## src/rtl/pipe_ctrl.sv

```systemverilog
// pipe_ctrl -- pipeline sequencing controller for the 8-bit five-stage core.
//
// Drives advance enables and bubble-flushes for the PC and the IF/ID, ID/EX,
// EX/MEM and MEM/WB registers. It resolves three hazards:
//   - load-use: one-cycle bubble into ID/EX, PC and IF/ID hold
//   - taken branch in EX: two flushed fetch slots (sync instruction memory)
//   - multi-cycle data memory: full freeze, forced release after MEM_TIMEOUT
//
// Outputs are Mealy: combinational from state, cnt, flush_pend and the inputs.
//
// Ports
//   clock, reset                    clock; asynchronous active-high reset
//   id_src_a/b, id_src_a/b_used     ID-stage source registers and their use
//   ex_dst, ex_wen, ex_is_load      EX-stage destination / write enables / load
//   ex_branch_taken                 EX-stage branch resolved taken
//   mem_req, mem_ready              MEM-stage access request / completion
//   *_en, *_flush                   register advance enables / bubble loads
//   state                           RUN=0, MEM_WAIT=1, FLUSH=2
//   mem_timeout                     sticky: some access was force-released
//   stall_cnt_clr, stall_cycles     frozen-PC cycle counter (PIPE_CTRL_STALL_CNT_EN)
//
// Optional feature macro: PIPE_CTRL_STALL_CNT_EN adds the stall cycle counter.

module pipe_ctrl #(
  parameter int REG_ADDR_W  = 5,
  parameter int MEM_TIMEOUT = 15,
  parameter int CNT_W       = 16
) (
  input  logic                  clock,
  input  logic                  reset,
  input  logic [REG_ADDR_W-1:0] id_src_a,
  input  logic [REG_ADDR_W-1:0] id_src_b,
  input  logic                  id_src_a_used,
  input  logic                  id_src_b_used,
  input  logic [REG_ADDR_W-1:0] ex_dst,
  input  logic [1:0]            ex_wen,
  input  logic                  ex_is_load,
  input  logic                  ex_branch_taken,
  input  logic                  mem_req,
  input  logic                  mem_ready,
  output logic                  pc_en,
  output logic                  if_id_en,
  output logic                  id_ex_en,
  output logic                  ex_mem_en,
  output logic                  mem_wb_en,
  output logic                  if_id_flush,
  output logic                  id_ex_flush,
  output logic                  ex_mem_flush,
  output logic                  mem_wb_flush,
  output logic [1:0]            state,
`ifdef PIPE_CTRL_STALL_CNT_EN
  input  logic                  stall_cnt_clr,
  output logic [CNT_W-1:0]      stall_cycles,
`endif
  output logic                  mem_timeout
);

  localparam int CW = $clog2(MEM_TIMEOUT + 1);
  localparam logic [CW-1:0] TO = CW'(MEM_TIMEOUT);

  typedef enum logic [1:0] {
    RUN      = 2'd0,
    MEM_WAIT = 2'd1,
    FLUSH    = 2'd2
  } state_t;

  state_t        st;
  logic [CW-1:0] cnt;
  logic          flush_pend;

  logic memstall, loaduse, rel, forced, freeze, eval, br, lu;

  assign state = st;

  always_comb begin
    memstall = mem_req & ~mem_ready;
    loaduse  = ex_is_load & (ex_wen != 2'b00) &
               ((id_src_a_used & (id_src_a == ex_dst)) |
                (id_src_b_used & (id_src_b == ex_dst)));
    // Release cycle: data arrived, or the wait hit its cap and is forced out.
    rel      = (st == MEM_WAIT) & (mem_ready | (cnt == TO));
    forced   = rel & ~mem_ready;
    freeze   = ((st == RUN || st == FLUSH) & memstall) |
               ((st == MEM_WAIT) & ~rel);
    // Branch / load-use are only looked at in RUN and on a release cycle;
    // in FLUSH ID/EX holds a bubble so neither can be real.
    eval     = ~freeze & ((st == RUN) | rel);
    br       = eval & ex_branch_taken;
    lu       = eval & ~ex_branch_taken & loaduse;

    pc_en        = ~freeze & ~lu;
    if_id_en     = ~freeze & ~lu;
    id_ex_en     = ~freeze;
    ex_mem_en    = ~freeze;
    mem_wb_en    = ~freeze;
    // A branch interrupted by a memory stall in FLUSH still owes one IF/ID
    // flush; it is paid on the release cycle.
    if_id_flush  = br | ((st == FLUSH) & ~freeze) | (rel & flush_pend);
    id_ex_flush  = br | lu;
    ex_mem_flush = 1'b0;
    // The stalled MEM instruction must not be retired repeatedly, and a
    // forced release retires nothing valid.
    mem_wb_flush = freeze | forced;

    if (reset) begin
      pc_en        = 1'b0;
      if_id_en     = 1'b0;
      id_ex_en     = 1'b0;
      ex_mem_en    = 1'b0;
      mem_wb_en    = 1'b0;
      if_id_flush  = 1'b1;
      id_ex_flush  = 1'b1;
      ex_mem_flush = 1'b1;
      mem_wb_flush = 1'b1;
    end
  end

  always_ff @(posedge clock or posedge reset) begin
    if (reset) begin
      st          <= RUN;
      cnt         <= '0;
      flush_pend  <= 1'b0;
      mem_timeout <= 1'b0;
    end else if (freeze) begin
      if (st == MEM_WAIT) begin
        cnt <= cnt + CW'(1);
      end else begin
        cnt <= CW'(1);
        st  <= MEM_WAIT;
        if (st == FLUSH) flush_pend <= 1'b1;
      end
    end else if (rel) begin
      cnt        <= '0;
      flush_pend <= 1'b0;
      st         <= (ex_branch_taken | flush_pend) ? FLUSH : RUN;
      if (forced) mem_timeout <= 1'b1;
    end else if (st == RUN) begin
      st <= br ? FLUSH : RUN;
    end else begin
      st <= RUN;
    end
  end

`ifdef PIPE_CTRL_STALL_CNT_EN
  always_ff @(posedge clock or posedge reset) begin
    if (reset)
      stall_cycles <= '0;
    else if (stall_cnt_clr)
      stall_cycles <= '0;
    else if (!pc_en && stall_cycles != '1)
      stall_cycles <= stall_cycles + CNT_W'(1);
  end
`endif

endmodule

```

## config.mk

```make
export PLATFORM = sky130hd
export DESIGN_NAME = pipe_ctrl
export DESIGN_NICKNAME = d
export VERILOG_FILES = /design/src/rtl/pipe_ctrl.sv
export SDC_FILE = /design/constraint.sdc
export NUM_CORES = 1
export LEC_CHECK = 0
export CAP_MARGIN = 40
export CORE_MARGIN = 5
export CORE_UTILIZATION = 40
export CTS_CLUSTER_SIZE = 40
export DETAILED_ROUTE_END_ITERATION = 10
export PLACE_DENSITY = 0.84
export REMOVE_ABC_BUFFERS = 1
export SLEW_MARGIN = 10
export SYNTH_ARGS = -nofsm -noshare
export SYNTH_HDL_FRONTEND = slang
export SYNTH_SLANG_ARGS = --single-unit
```

## constraint.sdc

```tcl
create_clock -name clock -period 2.9 [get_ports clock]
set_clock_uncertainty 0.15 [all_clocks]
set_input_delay 0.435 -clock clock [delete_from_list [all_inputs] [get_ports clock]]
set_output_delay 0.435 -clock clock [all_outputs]
set_load 0.005 [all_outputs]
```

==> flow_summary.json, run 1 <==
{
  "finalSetupViolCount": 0,
  "min_period_ns": 2.75,
  "ys_types": 32,
  "die_h_um": 50.1,
  "vdd_drop_max_v": 0.000185,
  "dp_hpwl_um": 1500,
  "avgSynthCellArea_um2": 9.06,
  "r2r_slack_ns": 1.28,
  "grt_pass1_vias": 747,
  "synth_area_um2": 643,
  "critPathLaunch": "cnt[0]",
  "grt_pass1_wl_um": 2970,
  "critical_path_class": "flop to primary output",
  "syn_to_final_growth_pct": 68.9,
  "synthArstFlopShare_pct": 100,
  "core_um2": 1520,
  "drive_above_1_share_pct": 21.2,
  "placed_area_um2": 1030,
  "reg2reg_depth": 6,
  "holdPathStages": 1,
  "p_leak_uw": 0.000432,
  "drc": 0,
  "cts_tree": "yes",
  "synth-seq-cells": 8,
  "cts.clk_slew.worst_paths_ns": 0.05,
  "port_buffers": 36,
  "netlist.area_leader.share_pct": 31.1,
  "cts_buffers": 3,
  "fp.dieW_um": 50.1,
  "min_path_type": "flop to flop",
  "cap_viol_max_count": 0,
  "min_period_over_period_pct": 94.8,
  "cts_buffer_depth": 2,
  "initial_core_util_pct": 42.2,
  "place_congestion": 0.899,
  "fin_area_um2": 1090,
  "setup-tns-final_ns": 0,
  "diodes": 0,
  "synth_area_leaders": "dfrtp_1, xnor2_1, xor2_1, buf_4, nor2_1",
  "cp-end-kind": "primary output",
  "drtIter0Drc": 11,
  "overflow": 0,
  "power_density_nw_per_um2": 404,
  "rows": 14,
  "drv_slew": 0,
  "tightest_slew_ns": 0.308,
  "num_vias": 688,
  "nets": 141,
  "synthFlopType": "dfrtp_1",
  "crit_arrival_ns": 2.16,
  "final-hold-violation-count": 0,
  "track_usage_pct": 15.2,
  "dp_slack_ns": 0.124,
  "min_to": "mem_timeout",
  "rsz0062_at_grt": "no",
  "cp.required_ns": 2.32,
  "synth-edff-count": 0,
  "timing.fmax_ghz": 0.364,
  "synthCells": 71,
  "drt_first_pass_iters": 4,
  "status": "complete, no violations",
  "die_area_um2": 2510,
  "ant_nets": 0,
  "ys_warn_count": 0,
  "yosys.area.top_type": "dfrtp_1",
  "htreeDepth": 1,
  "antenna_found_initial": 0,
  "worst_slack_ns": 0.152,
  "cts_sinks": 8,
  "crit-reg2reg-capture": "cnt[0]",
  "ioPinCount": 37,
  "fill_cells": 131,
  "wirelength_um": 1800,
  "clk_latency_ns": 0.25,
  "wire_per_inst_um": 14.0,
  "grt_max_degree": 9,
  "r2r_start": "cnt[0]",
  "viasPerCell": 5.33,
  "holdCritStartpoint": "mem_timeout",
  "start_kind": "flop",
  "slew-limit-headroom_pct": 79.4,
  "cts_root_buf": "clkbuf_4",
  "synth_seq_area_share_pct": 31.1,
  "crit_fanout": 4,
  "ctsHoldBuffers": 0,
  "post-route-util_pct": 71.3
}
==> cell usage in the layout, fill, tap and decap left out, types with 2 or more instances in the layout <==
master / Yosys / layout
clkdlybuf4s50_1: 0 / 35
nor4_1: 3 / 2
o21ai_0: 3 / 3
nand4_1: 3 / 3
xor2_1: 4 / 4
a21oi_1: 2 / 2
nor2_1: 7 / 7
o21a_1: 2 / 2
xnor2_1: 6 / 6
buf_4: 4 / 7
dfrtp_1: 8 / 8
o21ai_1: 2 / 2
inv_1: 3 / 3
nand2_1: 2 / 2
nand3_1: 2 / 2
a21oi_2: 3 / 3
clkbuf_4: 0 / 3
==> state kept, by name, summed over array words and instances, names as in the netlist <==
name,flops
cnt,4
state,2
mem_timeout,1
flush_pend,1
==> cell usage after synthesis, types with 2 or more instances <==
| cell | number |
|---|---|
| buf_4 | 4 |
| o21a_1 | 2 |
| a21oi_1 | 2 |
| xor2_1 | 4 |
| nand4_1 | 3 |
| xnor2_1 | 6 |
| dfrtp_1 | 8 |
| o21ai_1 | 2 |
| a21oi_2 | 3 |
| nand2_1 | 2 |
| inv_1 | 3 |
| nor4_1 | 3 |
| nand3_1 | 2 |
| o21ai_0 | 3 |
| nor2_1 | 7 |
==> report_power, final <==
group	internal, µW	switching (µW)	total (µW)
clock	47.3	36.4	83.6
combinational	123	74.2	198
sequential	133	24.6	158
==> critical path: stages (launching register included) <==
cell and delay, ns:
dfrtp_1 0.41, ha_2 0.22, and3_4 0.20, nor2_1 0.11
nor2_2 0.06, buf_4 0.14, a221oi_1 0.23, nand2_1 0.09
clkdlybuf4s50_1 0.45
==> metal layers <==
| layer | wire [µm] | GRT usage, % | part of all wire, % |
|---|---|---|---|
| met5 | 0 | 0 | 0 |
| met2 | 889 | 27.2 | 49 |
| met4 | 28 | 8.30 | 1.6 |
| met3 | 250 | 6.63 | 14 |
| met1 | 633 | 14.0 | 35 |
==> kinds of logic (layout without fill, tap and decap cells) <==
kind of cell / count (synthesis) / after routing / share of synthesized area (%)
AND/OR/NAND/NOR: 25 / 25 / 24.3
XOR/XNOR: 10 / 10 / 13.6
flip-flops: 8 / 8 / 31.1
buffers and inverters: 8 / 50 / 7.00
adder cells (fa/ha/maj): 1 / 1 / 1.95
AO/OA/AOI/OAI: 19 / 19 / 22.0
==> through the flow <==
step           total power, µW  instances  hold slack (ns)
6_report                   439        129            0.332
3_5_place_dp               337        124            0.320
3_3_place_gp               332        124            0.310
4_1_cts                    423        127            0.340
5_1_grt                    468        129            0.361
2_1_floorplan              236         67            0.116
==> what timing repair did <==
item / in CTS / in global routing
endpoints found under the setup margin: 0 / 5
buffers inserted: 0 / 2
gates resized for setup: 0 / 4
==> worst max path at each step <==
stage	slack [ns]	to
2_1_floorplan	0.97	if_id_en
3_3_place_gp	0.15	if_id_en
3_5_place_dp	0.12	if_id_en
4_1_cts	0.05	mem_wb_flush
5_1_grt	0.02	if_id_flush
6_report	0.15	if_id_flush
==> final cells by class <==
class,instances,area [µm²],area share (%)
Timing Repair Buffer,43,415,38.2
Tap cell,16,20.0,1.84
Clock buffer,3,22.5,2.07
Sequential cell,8,200,18.4
Multi-Input combinational cell,55,413,38.0
Inverter,4,15.0,1.38
Note: power is estimated with default switching activity, not from simulation.
==> run 2, diff against run 1 <==
Settings changed: CORE_MARGIN 5 to not set.
==> flow_summary.json, run 2 (synthesis gave the netlist of run 1 again) <==
{
  "clk_latency_ns": 0.26,
  "wire_per_inst_um": 13.3,
  "total_power_uw": 414,
  "timing.fmax_ghz": 0.359,
  "final-hold-violation-count": 0,
  "min_period_over_period_pct": 95.9,
  "ant_nets": 0,
  "layout_common_cells": "clkdlybuf4s50_1, dfrtp_1, nor2_1",
  "critPathLaunch": "cnt[0]",
  "largest_register_ffs": 4,
  "wirelength_um": 1640,
  "min_period_ns": 2.78,
  "use_met1_pct": 22.8,
  "grt_pass1_wl_um": 2770,
  "die_h_um": 42.1,
  "status": "complete, no violations",
  "ctsHoldBuffers": 0,
  "drt_first_pass_iters": 2,
  "cts_sinks": 8,
  "rsz0062_at_grt": "no",
  "cp.required_ns": 2.32,
  "finalSetupViolCount": 0,
  "reg2reg_depth": 6,
  "layout_commonest_cell": "clkdlybuf4s50_1",
  "track_usage_pct": 21.0,
  "core_um2": 1510,
  "cp.depth": 7,
  "p_clk_share_pct": 20.4,
  "cp-end-kind": "primary output",
  "dp_hpwl_um": 1380,
  "cts_buffer_depth": 2,
  "crit_slowest_cell": "clkdlybuf4s50_1",
  "holdPathStages": 1,
  "crit_chain": "ha_1, and3_4, nor3_4, nand2b_4, nor2_4, o21ai_1, clkdlybuf4s50_1",
  "crit-reg2reg-capture": "cnt[0]",
  "num_vias": 664,
  "overflow": 0,
  "fp.dieW_um": 42.1,
  "port_buffers": 36,
  "cpLargestDelayFamily": "simple AND/OR/NAND/NOR gates",
  "htreeDepth": 1,
  "drive_above_1_share_pct": 15.0,
  "intPower_uw": 285,
  "worst_slack_ns": 0.118,
  "ioPinCount": 37,
  "die_area_um2": 1770,
  "cts_root_buf": "clkbuf_4",
  "path_buf_inv": 1,
  "cap_viol_max_count": 0,
  "drc": 0,
  "drtIter0Drc": 12,
  "start_kind": "flop",
  "diodes": 0,
  "largest_register": "cnt",
  "cts_tree": "yes",
  "seqPwrFrac_pct": 38.3,
  "crit_arrival_ns": 2.20,
  "viasPerCell": 5.40,
  "initial_core_util_pct": 42.7,
  "critPathCapture": "mem_wb_flush",
  "p_sw_uw": 129,
  "drv_slew": 0,
  "swShare_pct": 31.2,
  "grt_max_degree": 9,
  "slew-limit-headroom_pct": 75.7,
  "r2r_slack_ns": 1.25,
  "tightest_slew_ns": 0.364,
  "antenna_found_initial": 0,
  "power_density_nw_per_um2": 401,
  "min_path_type": "flop to flop",
  "p_leak_uw": 0.000405,
  "p_comb_share_pct": 41.3,
  "place_congestion": 0.808,
  "syn_to_final_growth_pct": 60.5,
  "nets": 135,
  "use_met3_pct": 4.74,
  "rows": 14,
  "cts_buffers": 3,
  "grtUsageMet2_pct": 36.6,
  "crit_fanout": 5,
  "fill_cells": 117,
  "cts_setup_buffers": 0,
  "dp_slack_ns": 0.0519,
  "setup-tns-final_ns": 0,
  "grt_pass1_vias": 668,
  "critical_path_class": "flop to primary output",
  "cts.clk_slew.worst_paths_ns": 0.05,
  "busiest_layer": "met2",
  "vdd_drop_max_v": 0.000196,
  "slowest_delay_ns": 0.52,
  "r2r_start": "cnt[0]"
}
-- run 2: worst register-to-register path, cell delays in order (launching register included) --
cell and delay (ns):
dfrtp_1 0.42, ha_1 0.25, and3_4 0.21, nor3_4 0.22
nand2b_4 0.19, nor2_1 0.06, a21oi_2 0.09
-- run 2: layout make-up --
type / instances / area [µm²] / area share (%)
Sequential cell: 8 / 200 / 19.4
Timing Repair Buffer: 37 / 370 / 35.9
Clock buffer: 3 / 22.5 / 2.18
Tap cell: 16 / 20.0 / 1.94
Multi-Input combinational cell: 55 / 404 / 39.2
Inverter: 4 / 15.0 / 1.45
-- run 2: how the worst min path moves through the flow --
stage / start / end / slack [ns]
2_1_floorplan: reset / cnt[0] / 0.12
3_3_place_gp: mem_timeout / mem_timeout / 0.32
3_5_place_dp: mem_timeout / mem_timeout / 0.32
4_1_cts: mem_timeout / mem_timeout / 0.34
5_1_grt: mem_timeout / mem_timeout / 0.38
6_report: mem_timeout / mem_timeout / 0.33
-- run 2: power groups by stage --
stage | Combinational, µW | Clock (µW) | Sequential, µW
4_1_cts | 172 | 88.7 | 158
6_report | 171 | 84.5 | 158
5_1_grt | 189 | 91.1 | 163
3_3_place_gp | 168 | 0 | 160
2_1_floorplan | 81.4 | 0 | 154
3_5_place_dp | 171 | 0 | 160
-- run 2: what timing repair did --
item,4_1_cts,5_1_grt
hold endpoints to repair,0,0
setup endpoints to repair,0,4
resized for setup,0,2
-- run 2: through the flow --
| step | util [%] | hold WS (ns) | area (µm²) | cells |
|---|---|---|---|---|
| detailed placement | 66.4 | 0.323 | 1000 | 120 |
| finish | 68.5 | 0.328 | 1030 | 123 |
| global route | 68.5 | 0.377 | 1030 | 123 |
| floorplan | - | 0.116 | 613 | 67 |
| CTS | 67.9 | 0.338 | 1020 | 123 |
| global placement | 66.4 | 0.324 | 1000 | 120 |
-- run 2: routing by layer --
metal | wire length, µm | share of wire, %
met1 | 650 | 40
met2 | 818 | 50
met3 | 129 | 7.9
met4 | 38 | 2.3
met5 | 0 | 0
==> RTL edit, RTL diff (flow settings as in run 1) <==
Build with the macro `PIPE_CTRL_STALL_CNT_EN` defined.
--- a/src/rtl/pipe_ctrl.sv
+++ b/src/rtl/pipe_ctrl.sv
@@ -20,6 +20,8 @@
 //   stall_cnt_clr, stall_cycles     frozen-PC cycle counter (PIPE_CTRL_STALL_CNT_EN)
 //
 // Optional feature macro: PIPE_CTRL_STALL_CNT_EN adds the stall cycle counter.
+
+`define PIPE_CTRL_STALL_CNT_EN
 
 module pipe_ctrl #(
   parameter int REG_ADDR_W  = 5,
Ports: changed (added stall_cnt_clr and stall_cycles); port bits go from 37 to 54. No check against the original RTL was run, so the function may have changed too.
==> RTL edit against run 1 <==
- fmax fell by 1.0%
- routed wire length rose by 120%
- total power up 83%
- critical path depth shrank 2
- clock power grew to 2.7 times the old value
- setup slack got worse by 29 ps
- sequential cell count grew 16
- area after synthesis rose by 150%
- final area up 110%
==> RTL edit: results <==
[logic_synthesis]
synthMuxAreaShare_pct = 0.700
synth-adder-area-share_pct = 1.56
synth_seq_cells = 24
synth-xor-area-share_pct = 5.45
synth_common_cells = dfrtp_1, o21ai_0, nand2_1, a21oi_1, xnor2_1
yosys-top-cells-area = dfrtp_1, o21ai_0, xnor2_1, a21oi_1, nand2_1
yosysSeqAreaShare_pct = 37.4
syn_area_per_cell_um2 = 8.69
synthCells = 185
ys_types = 39

[layout]
largest_register_ffs = 16
multi_input_area_share_pct = 40.5
multi_input_gates = 141
inv_count = 8
drive_gt1_share_pct = 8.90
top_register = stall_cycles
fill_cells = 344
clock_buffers = 4
buffer_area_share_pct = 25.9
nets = 265
buffers_excl_clock = 59
regArea_um2 = 601

[routing]
met2_length_um = 2120
wl_per_cell_um = 13.8
drt_iter0_markers = 67
wl_met3_um = 88
viasPerCell = 5.38

[global_route]
use_met3_pct = 2.74
gr-usage-all-layers_pct = 15.9
grt_pass1_wl_um = 6830
grt_use_met2_pct = 27.4
grt_max_degree = 32
use_met1_pct = 20.8

[placement]
place.gp.congestion = 0.806
placed_cell_area_um2 = 2170
io_buffer_count = 53
place_inst = 282
dp_hpwl_um = 3080

[cts]
clk_pin_slew_ps = 80
cts-root-buf = clkbuf_8

[worst_setup_path]
worst-path-max-fanout = 5
crit_path_max_incr_delay_ps = 540
cp.arrival_ps = 2190

[sta]
worst_pin_slew_ps = 439

[pwr]
p_sw_share_pct = 27.0
vdd_drop_max_mv = 0.235
combPwrFrac_pct = 25.4
pg_clk_uw = 222
power_leakage_uw = 0.000878

[status]
status = finished, final reports clean
==> RTL edit: final timing paths <==
| kind | cells after the start | startpoint | to | slack (ps) |
|---|---|---|---|---|
| min in group asynchronous | 3 | reset | cnt[3]$_DFFE_PP0P_ | 530 |
| max in group asynchronous | 3 | reset | stall_cycles[11]$_DFFE_PP0P_ | 1840 |
| hold reg to reg | 1 | mem_timeout$_DFFE_PP0P_ | mem_timeout$_DFFE_PP0P_ | 340 |
| setup reg to reg | 8 | cnt[0]$_DFFE_PP0P_ | stall_cycles[5]$_DFFE_PP0P_ | 500 |
| hold / removal | 1 | mem_timeout$_DFFE_PP0P_ | mem_timeout$_DFFE_PP0P_ | 340 |
| setup / recovery | 6 | cnt[0]$_DFFE_PP0P_ | pc_en | 120 |
==> RTL edit: through the flow <==
step	total power [uW]	utilization, %	setup slack [ps]
2_1_floorplan	476	-	576
3_3_place_gp	588	55.0	86.0
3_5_place_dp	592	55.0	72.8
4_1_cts	814	56.4	58.8
5_1_grt	851	56.6	35.7
6_report	805	56.6	123
